File: src/rtl/key_event_if.sv
`default_nettype none
// ----------------------------------------------------------------------------
// key_event_if: event port (valid/ready with key index and event code). Rev 1.0
// ----------------------------------------------------------------------------
interface key_event_if #(
  parameter int IDX_W = 2
);
  logic             evt_valid;
  logic [IDX_W-1:0] evt_key;
  logic [1:0]       evt_code;
  logic             evt_ready;

  modport master (output evt_valid, output evt_key, output evt_code, input evt_ready);
  modport slave  (input evt_valid, input evt_key, input evt_code, output evt_ready);
endinterface
`default_nettype wire

File: src/rtl/key_event_ctrl.sv
`default_nettype none
// ----------------------------------------------------------------------------
// key_event_ctrl: per-key SHORT/LONG/REPEAT classifier with round-robin event port. Rev 1.0
// ----------------------------------------------------------------------------
module key_event_ctrl #(
  parameter int NUM_KEYS = 4,
  parameter int IDX_W    = 2,
  parameter int LONG_CYC = 50_000_000,
  parameter int REP_CYC  = 10_000_000,
  parameter int CNT_W    = 26
) (
  input  logic                Clk,
  input  logic                Rst_n,
  input  logic [NUM_KEYS-1:0] key_flag,
  input  logic [NUM_KEYS-1:0] key_state,
  input  logic                ovf_clr,
  key_event_if.master         evt,
  output logic [NUM_KEYS-1:0] key_busy,
  output logic [NUM_KEYS-1:0] ovf
);

  localparam logic [1:0] K_IDLE = 2'd0;
  localparam logic [1:0] K_HOLD = 2'd1;
  localparam logic [1:0] K_REP  = 2'd2;

  localparam logic [1:0] c_none   = 2'b00;
  localparam logic [1:0] c_short  = 2'b01;
  localparam logic [1:0] c_long   = 2'b10;
  localparam logic [1:0] c_repeat = 2'b11;

  localparam logic [CNT_W-1:0] c_long_tc = CNT_W'(LONG_CYC - 1);
  localparam logic [CNT_W-1:0] c_rep_tc  = CNT_W'(REP_CYC - 1);
  localparam logic [CNT_W-1:0] c_cnt_one = CNT_W'(1);
  localparam logic [IDX_W:0]   c_nk      = (IDX_W+1)'(NUM_KEYS);

  logic [NUM_KEYS-1:0] r_ks;
  logic [NUM_KEYS-1:0] r_pend;
  logic [1:0]          r_pend_code [NUM_KEYS];
  logic [NUM_KEYS-1:0] w_drop;
  logic [NUM_KEYS-1:0] w_gnt;
  logic [IDX_W-1:0]    r_ptr;
  logic [IDX_W-1:0]    w_gnt_idx;
  logic                w_gnt_any;
  logic                w_load;
  logic [IDX_W:0]      w_sum;

  always_ff @(posedge Clk or negedge Rst_n) begin
    if (!Rst_n) r_ks <= '1;
    else        r_ks <= key_state;
  end

  generate
    for (genvar i = 0; i < NUM_KEYS; i++) begin : g_key
      logic [1:0]       r_st;
      logic [1:0]       w_st_nxt;
      logic [CNT_W-1:0] r_cnt;
      logic [CNT_W-1:0] w_cnt_nxt;
      logic             w_rel;
      logic             w_post;
      logic [1:0]       w_code;

      assign w_rel       = ~r_ks[i] & key_state[i];
      assign key_busy[i] = (r_st != K_IDLE);

      always_ff @(posedge Clk or negedge Rst_n) begin
        if (!Rst_n) begin
          r_st  <= K_IDLE;
          r_cnt <= '0;
        end else begin
          r_st  <= w_st_nxt;
          r_cnt <= w_cnt_nxt;
        end
      end

      // Release has priority over the terminal count in both hold states.
      always_comb begin
        w_st_nxt = r_st;
        case (r_st)
          K_IDLE:  if (key_flag[i]) w_st_nxt = K_HOLD;
          K_HOLD:  if (w_rel) w_st_nxt = K_IDLE;
                   else if (r_cnt == c_long_tc) w_st_nxt = K_REP;
          K_REP:   if (w_rel) w_st_nxt = K_IDLE;
          default: w_st_nxt = K_IDLE;
        endcase
      end

      always_comb begin
        w_post    = 1'b0;
        w_code    = c_none;
        w_cnt_nxt = r_cnt;
        case (r_st)
          K_IDLE: if (key_flag[i]) w_cnt_nxt = '0;
          K_HOLD: begin
            w_cnt_nxt = r_cnt + c_cnt_one;
            if (w_rel) begin
              w_post = 1'b1;
              w_code = c_short;
            end else if (r_cnt == c_long_tc) begin
              w_post    = 1'b1;
              w_code    = c_long;
              w_cnt_nxt = '0;
            end
          end
          K_REP: begin
            w_cnt_nxt = r_cnt + c_cnt_one;
            if (!w_rel && r_cnt == c_rep_tc) begin
              w_post    = 1'b1;
              w_code    = c_repeat;
              w_cnt_nxt = '0;
            end
          end
          default: w_cnt_nxt = '0;
        endcase
      end

      // A slot being granted this cycle is free for a new post.
      assign w_drop[i] = w_post & r_pend[i] & ~w_gnt[i];

      always_ff @(posedge Clk or negedge Rst_n) begin
        if (!Rst_n) begin
          r_pend[i]      <= 1'b0;
          r_pend_code[i] <= c_none;
        end else if (w_post && !w_drop[i]) begin
          r_pend[i]      <= 1'b1;
          r_pend_code[i] <= w_code;
        end else if (w_gnt[i]) begin
          r_pend[i]      <= 1'b0;
        end
      end
    end
  endgenerate

  assign w_load = ~evt.evt_valid | evt.evt_ready;

  // Scan downward so the nearest pending key after r_ptr is the last one written.
  always_comb begin
    w_gnt_any = 1'b0;
    w_gnt_idx = '0;
    w_sum     = '0;
    for (int k = NUM_KEYS; k >= 1; k--) begin
      w_sum = {1'b0, r_ptr} + (IDX_W+1)'(k);
      if (w_sum >= c_nk) w_sum = w_sum - c_nk;
      if (r_pend[w_sum[IDX_W-1:0]]) begin
        w_gnt_any = 1'b1;
        w_gnt_idx = w_sum[IDX_W-1:0];
      end
    end
  end

  assign w_gnt = (w_load && w_gnt_any) ? (NUM_KEYS'(1) << w_gnt_idx) : '0;

  always_ff @(posedge Clk or negedge Rst_n) begin
    if (!Rst_n) begin
      evt.evt_valid <= 1'b0;
      evt.evt_key   <= '0;
      evt.evt_code  <= c_none;
      r_ptr         <= IDX_W'(NUM_KEYS - 1);
    end else if (w_load) begin
      if (w_gnt_any) begin
        evt.evt_valid <= 1'b1;
        evt.evt_key   <= w_gnt_idx;
        evt.evt_code  <= r_pend_code[w_gnt_idx];
        r_ptr         <= w_gnt_idx;
      end else begin
        evt.evt_valid <= 1'b0;
      end
    end
  end

  always_ff @(posedge Clk or negedge Rst_n) begin
    if (!Rst_n) ovf <= '0;
    else        ovf <= (ovf_clr ? '0 : ovf) | w_drop;
  end

endmodule
`default_nettype wire

File: src/flat_wrapper.sv
// flat-port wrapper written by rule: the top's interface ports become plain ports
module key_event_ctrl_flat 
#(
  parameter int NUM_KEYS = 4,
  parameter int IDX_W    = 2,
  parameter int LONG_CYC = 50_000_000,
  parameter int REP_CYC  = 10_000_000,
  parameter int CNT_W    = 26
)
  (Clk, Rst_n, key_flag, key_state, ovf_clr, key_busy, ovf, evt_evt_valid, evt_evt_key, evt_evt_code, evt_evt_ready);
  key_event_if #(.IDX_W(IDX_W)) evt_i ();
  input  logic Clk;
  input  logic Rst_n;
  input  logic [NUM_KEYS-1:0] key_flag;
  input  logic [NUM_KEYS-1:0] key_state;
  input  logic ovf_clr;
  output logic [NUM_KEYS-1:0] key_busy;
  output logic [NUM_KEYS-1:0] ovf;
  output wire logic [$bits(evt_i.evt_valid)-1:0] evt_evt_valid;
  output wire logic [$bits(evt_i.evt_key)-1:0] evt_evt_key;
  output wire logic [$bits(evt_i.evt_code)-1:0] evt_evt_code;
  input wire logic [$bits(evt_i.evt_ready)-1:0] evt_evt_ready;
  assign evt_evt_valid = evt_i.evt_valid;
  assign evt_evt_key = evt_i.evt_key;
  assign evt_evt_code = evt_i.evt_code;
  assign evt_i.evt_ready = evt_evt_ready;
  key_event_ctrl #(.NUM_KEYS(NUM_KEYS), .IDX_W(IDX_W), .LONG_CYC(LONG_CYC), .REP_CYC(REP_CYC), .CNT_W(CNT_W)) u_core (.Clk(Clk), .Rst_n(Rst_n), .key_flag(key_flag), .key_state(key_state), .ovf_clr(ovf_clr), .evt(evt_i), .key_busy(key_busy), .ovf(ovf));
endmodule
File: config.mk
export PLATFORM = sky130hd
export DESIGN_NAME = key_event_ctrl_flat
export DESIGN_NICKNAME = d
export VERILOG_FILES = /design/src/rtl/key_event_if.sv /design/src/rtl/key_event_ctrl.sv /design/src/flat_wrapper.sv
export SDC_FILE = /design/constraint.sdc
export NUM_CORES = 1
export LEC_CHECK = 0
export ABC_CLOCK_PERIOD_IN_PS = 3050
export CAP_MARGIN = 40
export CORE_ASPECT_RATIO = 1.1
export CORE_MARGIN = 2
export CORE_UTILIZATION = 40
export DETAILED_ROUTE_END_ITERATION = 16
export GPL_ROUTABILITY_DRIVEN = 1
export PLACE_DENSITY = 0.63
export SETUP_SLACK_MARGIN = 0.3
export SLEW_MARGIN = 30
export SYNTH_ARGS = -nofsm -noshare
export SYNTH_HDL_FRONTEND = slang
export SYNTH_SLANG_ARGS = --single-unit
export TNS_END_PERCENT = 30
File: constraint.sdc
create_clock -name Clk -period 3.05 [get_ports Clk]
set_clock_uncertainty 0.1 [all_clocks]
set_input_delay 0.305 -clock Clk [delete_from_list [all_inputs] [get_ports Clk]]
set_output_delay 0.305 -clock Clk [all_outputs]
set_load 0.01 [all_outputs]
[After elaboration in Yosys (flattened, before gate mapping)]
Index checks and enable logic that the tools add are counted.
Word-level totals
  word-level logic and storage cells: 236
  flip-flop bits (word level): 139
  output and inout port bits: 13
  input port bits: 12
Cells by class
  shifts and indexed selects: 1
  reduce and logical (&&, ||, !) cells: 34
  bitwise gates (word level): 24
  multiplexer cells: 106
  add/sub/neg operators: 12
  equal/unequal tests: 28
  $lt $le $gt $ge: 9
Operators by type and width (count)
  $mux 26: 16
  $pmux 26 s3: 4
  $add 26x1->26 const B: 4
  $eq 26x24->1 const B: 4
  $eq 26x26->1 const B: 4
  $mux 2: 38
  $mux 1: 29
  $pmux 2 s3: 4
  $pmux 2 s2: 4
  $reduce_bool 2->1: 8
  $ge 3x3->1 const B: 5
  $and 1x1->1: 12
  $lt 2x3->1 const B: 4
  $ne 3x1->1 const B: 4
  $reduce_and 3->1: 4
  $logic_and 1x1->1: 9
  $not 1->1: 9
  $bmux 1 s2: 4
  $eq 2x1->1 const B: 4
  $eq 2x2->1 const B: 4
  $logic_not 1->1: 8
  $logic_not 2->1: 4
  $mux 4: 2
  $ne 2x1->1 const B: 4
  12 further kinds: 22

[Logic depth before layout (Yosys ltp)]
  depth after elaboration: 16
  gate-level depth with buffers: 9
  depth with buffers taken out: 8

[Least setup slack after synthesis]
No wires, ideal clock.
  path type: reg2reg
  start: reg u_core.g_key[0].r_cnt[7]
  end: reg u_core.g_key[0].r_cnt[2]
  buffers on the path: 2
  library setup time: 0.121 ns
  period minus slack after synthesis: 2.392 ns
  stages on the path, launching flop included: 9
  data required time: 2.829 ns
  slack: 0.658 ns
  arrival: 2.171 ns
  cell sequence: dfrtp_1 > or4b_4 > nor4_4 > nand4_1 > a31oi_1 > buf_4 > nor2_2 > buf_6 > a22o_1
On the way
  longest elaborated chain between the ends: 4
  elaborated cells between the ends (all ways): 7
  classes of those cells: eq/ne (2); mux (4); reduce/logical (1)
RTL lines
  start: declaration: line key_event_ctrl.sv:56  | logic [CNT_W-1:0] r_cnt;
  start signal: assignment: line key_event_ctrl.sv:71  | r_cnt <= w_cnt_nxt;
  $eq 26x26->1 / $eq 26x24->1 (equally long branches): line key_event_ctrl.sv:98, key_event_ctrl.sv:106
  $mux 26 / $logic_and 1x1->1 (equally long branches): line key_event_ctrl.sv:98, key_event_ctrl.sv:106
  $mux 26, on equally long branches: line key_event_ctrl.sv:95, key_event_ctrl.sv:106
  $pmux 26 s3 *: line key_event_ctrl.sv:91  | case (r_st)
Every way passes the cells marked *; elsewhere a longest branch is shown, timed or not.
A chain may end at the register's enable or synchronous reset.

[Worst setup path after layout]
  start: reg u_core.g_key[2].r_cnt[7]
  end: reg u_core.g_key[2].r_cnt[15]
On the way
  longest elaborated chain between the ends: 4
  elaborated cells between the ends (all ways): 8
  classes of those cells: add/sub (1); eq/ne (2); mux (4); reduce/logical (1)
RTL lines (line)
  start: declaration: key_event_ctrl.sv:56
  start signal: assignment: key_event_ctrl.sv:71
  $add 26x1->26 (tied with other cells): key_event_ctrl.sv:94, key_event_ctrl.sv:105
  $mux 26 / $logic_and 1x1->1 (equally long branches): key_event_ctrl.sv:98, key_event_ctrl.sv:106
  $mux 26, on equally long branches: key_event_ctrl.sv:95, key_event_ctrl.sv:106
  $pmux 26 s3 *: key_event_ctrl.sv:91
Marks and branches as above.

==> results.toml <==
[outcome]
status = "finished clean"

[global_routing]
grt_util_all_layers_pct = 18.4
grt_pass1_vias = 6506
grt-ovfl-total = 0
grt_max_degree = 70
antenna_found_initial = 0
grt_pass1_wl_mm = 32.5

[synthesis]
ys_warn_count = 0
synth_most_common_cell = "dfrtp_1"
syn_nets = 926
synthFlopType = "dfrtp_1"
synth_area_leaders = "dfrtp_1, nor2_1, nand2_1, nand3_1, o21ai_0"
synth_area_leader_cell = "dfrtp_1"
syn_area_per_cell_sq_um = 8.94
yosys.area.top_type_share_pct = 41.4
async_reset_ff_share_pct = 100
synth_common_cells = "dfrtp_1, nor2_1, nand2_1, nand3_1, o21ai_0"
ys_seq_area_share_pct = 43.4
synth_cell_types = 74
synth_edf_count = 0
synth_area_sq_mm = 0.00803
yosys_register_bits = 139
syn_inst = 898

[setup_path]
crit_chain = "nor4b_1 -> nand4_1 -> o31ai_1 -> a21oi_1 -> buf_4 -> nor2_1 -> nor2_1"
crit_path_start_kind = "register"
crit-reg2reg-launch = "u_core.g_key[2].r_cnt[7]"
cp.arrival_ns = 2.80
crit_slowest_cell = "nor4b_1"
crit_start = "u_core.g_key[2].r_cnt[7]"
slowest_delay_ns = 0.49
endpoint_kind = "register"
crit_type = "register to register"
worst_path_most_repeated_cell = "nor2_1"
required_ns = 3.25
critPathMaxFanout = 8

[sta]
fin_crit_ns = 2.60
setup_violations = 0
max_freq_mhz = 385
fin_tns_setup_ns = 0
relSlewSlack_pct = 54.4
layout_setup_ws_ns = 0.452
rsz0062_at_grt = "yes"
drv_slew = 0
hold_violations = 0
max_slew.worst_pin.slew_ns = 0.679
post-route-period-util_pct = 85.2

[cts]
path_clk_slew_ns = 0.06
cts_buffers = 17
cts_tree = "done"
clkLatencyLatePin_ns = 0.43
clock_path_buffers = 2
post_cts_buffers = 0
cts.sinks = 139
cts-root-buf = "clkbuf_16"
cts_htree_levels = 4

[floorplan]
dieWidth_um = 139
die_y_um = 153
start_util_pct = 40.6
rows = 54
coreArea_sq_mm = 0.0198
dieArea_sq_mm = 0.0212
pin_count = 25

[detailed_routing]
via_per_inst = 5.66
drtPass1Iterations = 5
routedWlPerCell_um = 15.8
route.detailed.drc = 0
wirelength_mm = 18.9
ant_nets = 0
drtIter0Drc = 462
routed-via-count = 6766

[final_layout]
drive_above_1_share_pct = 8.69
final_util_pct = 46.8
fillers = 1893
diodes = 0
nNetsFinal = 959
final_cell_count_no_fill = 1196
areaGrowthSynthToFinish_pct = 15.3

[place]
gp_congestion = 0.846
post-place-ws_ns = 0.0696
hpwl_mm = 12.9
numPortBuffers = 24
dp_cells = 1163

[power]
p_leak_nw = 3.84
max-vdd-ir-drop_mv = 0.449
power.density_mw_per_mm2 = 685

[worst_hold_path]
hold_path.class = "primary input to register"
hp-start = "key_state[1]"

[run]
drv_cap = 0
==> final cells by class <==
class | count | area (sq um) | share of cell area (%)
clock buffers | 19 | 443 | 4.78
clock inverters | 13 | 174 | 1.88
inverters | 37 | 139 | 1.50
multi-input cells | 691 | 4290 | 46.3
flip-flops and latches | 139 | 3490 | 37.6
well taps | 252 | 315 | 3.41
repair buffers | 45 | 414 | 4.47
==> critical path: cells and delay by family, from the launching register on <==
kind / cells / cell delay [ns]
buffers and inverters: 1 / 0.21
and+or+nand+nor: 4 / 1.10
DFF: 1 / 0.43
AOI/OAI and AO/OA: 2 / 0.62
==> layer usage <==
metal	up-vias	share of wire (%)	global-route usage (%)
met5	-	0	0
met1	3263	48	25.2
met2	122	47	29.7
met4	0	1.3	5.29
met3	20	3.6	3.93
li1	3361	-	-
==> final timing paths <==
kind                                        endpoint  slack (ns)  depth (start not counted)
max                        u_core.g_key[2].r_cnt[15]        0.45                          7
min                                   u_core.r_ks[1]        0.22                          1
max reg2reg                u_core.g_key[2].r_cnt[15]        0.45                          7
min reg2reg                    u_core.r_pend_code[1]        0.39                          1
max in group asynchronous             u_core.r_ks[3]        1.77                          3
min in group asynchronous   u_core.g_key[2].r_cnt[0]        0.36                          2
==> report_power, final <==
group	total (mW)	internal (mW)	leakage (nW)	switching (mW)
registers	2.19	2.03	1.88	0.163
clock network	2.20	1.38	0.302	0.820
logic	1.95	0.753	1.66	1.20
total	6.35	4.16	3.84	2.18
==> cell usage in the layout, fill, tap and decap left out, drive strengths merged, types with 8 or more instances in the layout <==
master	synthesis	layout
a21oi	21	21
nor2	92	92
o21ai	53	53
xor2	23	23
and4	10	10
nand4	33	33
nor3	26	26
or4	10	10
and3	15	15
o31ai	13	13
inv	37	37
and2	18	18
a21o	13	13
o22ai	8	8
nand2	90	90
nor2b	11	11
nor4	17	17
nand2b	17	17
nand3	59	59
o311ai	13	13
clkdlybuf4s50	0	23
buf	9	21
dfrtp	133	133
ha	16	16
clkbuf	22	19
xnor2	11	11
a22o	25	25
==> metrics by stage <==
stage / total power [mW] / hold WS (ns) / cell area, sq um
after floorplan: 3.50 / -0.0906 / 8030
after global placement: 4.15 / 0.270 / 8610
after detailed placement: 4.18 / 0.270 / 8610
after CTS: 6.39 / 0.207 / 9240
after global routing: 6.75 / 0.215 / 9260
final: 6.35 / 0.216 / 9260
==> kinds of logic after synthesis <==
logic type                 count (synthesis)  synth area share [%]
buffers and inverters                     68                  3.43
xor gates and xnor gates                  34                  3.71
muxes                                     12                  1.59
adders and majority gates                 16                  2.49
DFF                                      139                  43.4
AOI/OAI and AO/OA                        192                  16.5
and+or+nand+nor                          437                  28.9
==> state kept, by name, indices dropped and copies added, names as in the netlist <==
| register | flops |
|---|---|
| u_core.g_key.r_cnt | 104 |
| u_core.g_key.r_st | 8 |
| u_core.r_pend_code | 8 |
| u_core.ovf | 4 |
| u_core.r_ks | 4 |
| u_core.r_pend | 4 |
| u_core.evt.evt_code | 2 |
| u_core.evt.evt_key | 2 |
| u_core.r_ptr | 2 |
| u_core.evt.evt_valid | 1 |
==> repair_timing <==
item / CTS / global route
setup endpoints to repair: 0 / 42
hold buffers: 1 / 0
hold endpoints to repair: 61 / 0
gates resized for setup: 0 / 4
Note: power is estimated with default switching activity, not from simulation.
